**config.mk**
```make
export PLATFORM = sky130hd
export DESIGN_NAME = note_sequencer
export DESIGN_NICKNAME = d
export VERILOG_FILES = /design/src/rtl/note_sequencer.sv
export SDC_FILE = /design/constraint.sdc
export NUM_CORES = 1
export LEC_CHECK = 0
export BUFFER_PORTS_ARGS = -buffer_cell sky130_fd_sc_hd__buf_2
export CELL_PAD_IN_SITES_DETAIL_PLACEMENT = 0
export CELL_PAD_IN_SITES_GLOBAL_PLACEMENT = 1
export CORE_AREA = 2 2 66 68
export DETAILED_ROUTE_END_ITERATION = 8
export DIE_AREA = 0 0 68 70
export PLACE_DENSITY = 0.74
export SYNTH_ARGS = -nofsm -noshare
export SYNTH_HDL_FRONTEND = slang
export SYNTH_SLANG_ARGS = --single-unit
```
**constraint.sdc**
```tcl
create_clock -name clk -period 1.89 [get_ports clk]
set_input_delay 0.567 -clock clk [delete_from_list [all_inputs] [get_ports clk]]
set_output_delay 0.567 -clock clk [all_outputs]
set_load 0.02 [all_outputs]
```
**src/rtl/note_sequencer.sv**
```systemverilog
// note_sequencer: steps through a song memory of {pitch, duration} words and drives
// a pwm tone generator and an external duration timer.
//
// Each note is fetched (FETCH), latched (LATCH), played until the timer reports
// completion (PLAY), and followed by GAP_CYCLES silent clocks (GAP). A word whose
// duration byte is zero marks the end of the song (END). After END the address
// returns to 0, and playback loops while play stays high.
//
// Ports:
//   clk        system clock, rising edge
//   reset_n    synchronous active-low reset
//   play       level; 1 runs the song, 0 stops it (the current note restarts on resume)
//   song_addr  song memory read address
//   song_data  memory word, valid one clock after song_addr changes; [15:8] pitch, [7:0] dur
//   pitch      latched pitch code (0 = rest)
//   note_en    pwm enable, high in PLAY for non-rest notes
//   dur        latched duration for the timer
//   dur_start  one-clock pulse on the first PLAY clock
//   dur_done   timer completion, pulse or level
//   playing    high in every state except IDLE
//   song_end   one-clock pulse in END
module note_sequencer #(
    parameter int unsigned ADDR_W     = 8,
    parameter int unsigned GAP_CYCLES = 2
) (
    input  logic              clk,
    input  logic              reset_n,
    input  logic              play,
    output logic [ADDR_W-1:0] song_addr,
    input  logic [15:0]       song_data,
    output logic [7:0]        pitch,
    output logic              note_en,
    output logic [7:0]        dur,
    output logic              dur_start,
    input  logic              dur_done,
    output logic              playing,
    output logic              song_end
);

    localparam int unsigned GapW = (GAP_CYCLES < 2) ? 1 : $clog2(GAP_CYCLES + 1);
    localparam logic [GapW-1:0] GapLoad = GapW'(GAP_CYCLES);

    typedef enum logic [2:0] {
        StIdle,
        StFetch,
        StLatch,
        StPlay,
        StGap,
        StEnd
    } state_e;

    state_e            state_q, state_d;
    logic [ADDR_W-1:0] addr_q, addr_d;
    logic [7:0]        pitch_q, pitch_d;
    logic [7:0]        dur_q, dur_d;
    logic [GapW-1:0]   gap_q, gap_d;
    // High only on the first PLAY clock; marks the dur_start pulse and masks dur_done.
    logic              first_q, first_d;

    always_ff @(posedge clk) begin
        if (!reset_n) begin
            state_q <= StIdle;
            addr_q  <= '0;
            pitch_q <= '0;
            dur_q   <= '0;
            gap_q   <= '0;
            first_q <= 1'b0;
        end else begin
            state_q <= state_d;
            addr_q  <= addr_d;
            pitch_q <= pitch_d;
            dur_q   <= dur_d;
            gap_q   <= gap_d;
            first_q <= first_d;
        end
    end

    always_comb begin
        state_d = state_q;
        addr_d  = addr_q;
        pitch_d = pitch_q;
        dur_d   = dur_q;
        gap_d   = gap_q;
        first_d = 1'b0;

        unique case (state_q)
            StIdle: begin
                if (play) begin
                    state_d = StFetch;
                end
            end
            StFetch: begin
                state_d = StLatch;
            end
            StLatch: begin
                pitch_d = song_data[15:8];
                dur_d   = song_data[7:0];
                if (song_data[7:0] == 8'd0) begin
                    state_d = StEnd;
                end else begin
                    state_d = StPlay;
                    first_d = 1'b1;
                end
            end
            StPlay: begin
                if (!first_q && dur_done) begin
                    if (GAP_CYCLES == 0) begin
                        addr_d  = addr_q + ADDR_W'(1);
                        state_d = StFetch;
                    end else begin
                        gap_d   = GapLoad;
                        state_d = StGap;
                    end
                end
            end
            StGap: begin
                if (gap_q <= GapW'(1)) begin
                    gap_d   = '0;
                    addr_d  = addr_q + ADDR_W'(1);
                    state_d = StFetch;
                end else begin
                    gap_d = gap_q - GapW'(1);
                end
            end
            StEnd: begin
                addr_d  = '0;
                state_d = StIdle;
            end
            default: begin
                state_d = StIdle;
            end
        endcase

        // Stop overrides everything, including a same-clock dur_done; the address is
        // held so that resuming replays the interrupted note from its start.
        if (!play && state_q != StIdle) begin
            state_d = StIdle;
            addr_d  = addr_q;
            gap_d   = '0;
            first_d = 1'b0;
        end
    end

    assign song_addr = addr_q;
    assign pitch     = pitch_q;
    assign dur       = dur_q;
    assign playing   = (state_q != StIdle);
    assign note_en   = (state_q == StPlay) && (pitch_q != 8'd0);
    assign dur_start = (state_q == StPlay) && first_q;
    assign song_end  = (state_q == StEnd);

endmodule

```
==> metrics.yaml <==
status: "complete, no violations"
ys.flop_type: "dfxtp_1"
slew_viol_final: 0
tns_ns: 0
syn-num-nets: 185
gp_congestion: 0.748
syn_area_um2: 1330
async_flop_share: 0
drtPass1Iterations: 4
netlist-cell-type-count: 41
synth_simple_gate_area_share: 0.310
hold_class: "reg2reg"
synthAdderAreaFrac: 0.00940
power_mw: 1.29
holdWs_ns: 0.450
synth_compound_area_frac: 0.182
cts_tree: "done"
layout_common_cells: "buf_2, nand2_1, dfxtp_1, a21oi_1, buf_4"
layout_commonest_cell: "buf_2"
slowest_delay_ns: 0.45
grt_pass1_vias: 1154
synth_top_family_by_area: "simple AND/OR/NAND/NOR gates"
dieArea_um2: 4760
rsz0062_at_grt: "yes"
fin_util: 0.432
timing.fmax_mhz: 556
dpl.hpwl_mm: 2.41
clk_pin_slew_ns: 0.06
synth_cells: 164
fin_worst_skew_ns: 0.00486
cap_violations: 0
end_kind: "output pin"
cp-start-kind: "flop"
core.rowCount: 24
drt_iter0_markers: 36
required_ns: 1.32
yosysSeqAreaShare: 0.451
cts_buffer_depth: 2
clk_latency_ns: 0.27
clock-root-buffer: "clkbuf_8"
grt_usage: 0.146
finalCritPeriodShare: 0.951
p_leak_nw: 0.790
grt-ovfl-total: 0
drive_gt1_frac: 0.335
fin_nets: 241
cts.htree.levels: 2
ios: 48
grt_pass1_wl_mm: 5.36
wl_mm: 3.30
antenna_found_initial: 0
powerDensity_nw_per_um2: 719
dieWidth_um: 68
syn_to_final_growth_pct: 34.5
via_count: 1329
ir_drop_mv: 0.358
dpl.cell_count: 264
timing.setup.critical_path_class: "reg2out"
synth_edf_count: 0
drc: 0
relSlewSlack: 0.639
cp.arrival_ns: 1.23
wl_per_cell_um: 12.1
ctsHoldBuffers: 0
worstMarginPinSlew_ns: 0.535
numCtsBuffers: 5
placeableCoreArea_um2: 4140
hold_violations: 0
synth_area_per_cell_um2: 8.12
ys_warn_count: 0
crit_path_top_delay_cell: "dfxtp_1"
synth-seq-cells: 30
path_cells: "and3b_1 > and2_1 > buf_2"
n_antenna_cell: 0
synth_xor_area_frac: 0
synthMuxAreaShare: 0.00752
io_buffers: 47
period_needed_ns: 1.80
stdcell_count: 273
grt_max_degree: 19
cts.sinks: 30
finalSetupViolCount: 0
routed_via_density: 4.87
die_h_um: 70
initial_utilization: 0.321
cp_max_fo: 7
ant_nets: 0
layer usage:
metal | vias to the layer above | wire length, um | GRT usage
li1 | 689 | - | -
met1 | 601 | 1580 | 0.207
met2 | 35 | 1460 | 0.202
met3 | 4 | 231 | 0.0612
met4 | 0 | 27 | 0.0400
met5 | - | 0 | 0
timing repair:
action / CTS / global route
hold endpoints to repair: 0 / 0
setup endpoints to repair: 3 / 3
setup buffers: 0 / 1
resized for setup: 3 / 7
kinds of logic after synthesis:
logic type                 after synthesis
muxes                                    1
and+or+nand+nor                         80
AOI/OAI and AO/OA                       41
buffers and inverters                   11
adders and majority gates                1
DFF                                     30
power by group:
part / total (mW) / internal (mW) / switching [mW] / leakage, nW
Clock: 0.515 / 0.293 / 0.222 / 0.0482
Combinational: 0.117 / 0.0505 / 0.0662 / 0.497
Sequential: 0.655 / 0.643 / 0.0121 / 0.244
Total: 1.29 / 0.986 / 0.300 / 0.790
area by class of cell:
cell class	count	area, um^2
clock buffer	7	86.3
clock inverter	1	5.00
fill	435	2350
inverter	3	11.3
multi-input combinational	123	694
sequential	30	608
tap	52	65.1
timing repair buffer	57	320
registers in the layout, summed over array words and instances (netlist names):
register and flops:
dur 8, first_q 1, song_addr 8, gap_q 2, pitch 8, state_q 3
final timing paths:
| path | cells after the start | slack [ns] | start | endpoint |
|---|---|---|---|---|
| setup reg to reg | 4 | 0.29 | state_q[0]$_SDFFE_PP0P_ | song_addr[5]$_SDFFE_PN0P_ |
| setup / recovery | 3 | 0.09 | state_q[1]$_SDFFE_PP0P_ | dur_start |
| hold / removal | 2 | 0.45 | dur[5]$_SDFFE_PN0P_ | dur[5]$_SDFFE_PN0P_ |
| hold reg to reg | 2 | 0.45 | dur[5]$_SDFFE_PN0P_ | dur[5]$_SDFFE_PN0P_ |
synth_stat cells (all sizes together), types with 2 or more instances:
cell	number	area (um^2)
nand2	39	146
dfxtp	30	601
a21oi	25	125
nor2	8	30.0
nand3	5	25.0
nor3	5	30.0
o21ai	5	25.0
buf	4	26.3
clkbuf	4	15.0
nor2b	3	18.8
or3b	3	31.3
a41oi	2	17.5
and2	2	12.5
and3b	2	17.5
inv	2	7.51
nand3b	2	15.0
nor3b	2	20.0
nor4	2	12.5
o211ai	2	20.0
or4	2	15.0
through the flow:
stage	instance area, um^2	setup slack (ns)
after detailed placement	1660	0.0856
after global placement	1660	0.124
after floorplan	1330	0.229
final	1790	0.0923
after global routing	1790	-0.0231
after CTS	1750	0.0340
worst max-delay path, delay by kind of cell (launching register included):
family	cells	cell delay (ns)
buffers and inverters	1	0.15
flip-flops	1	0.45
AND/OR/NAND/NOR	2	0.36
No activity file was read; power rests on OpenSTA's default activity.
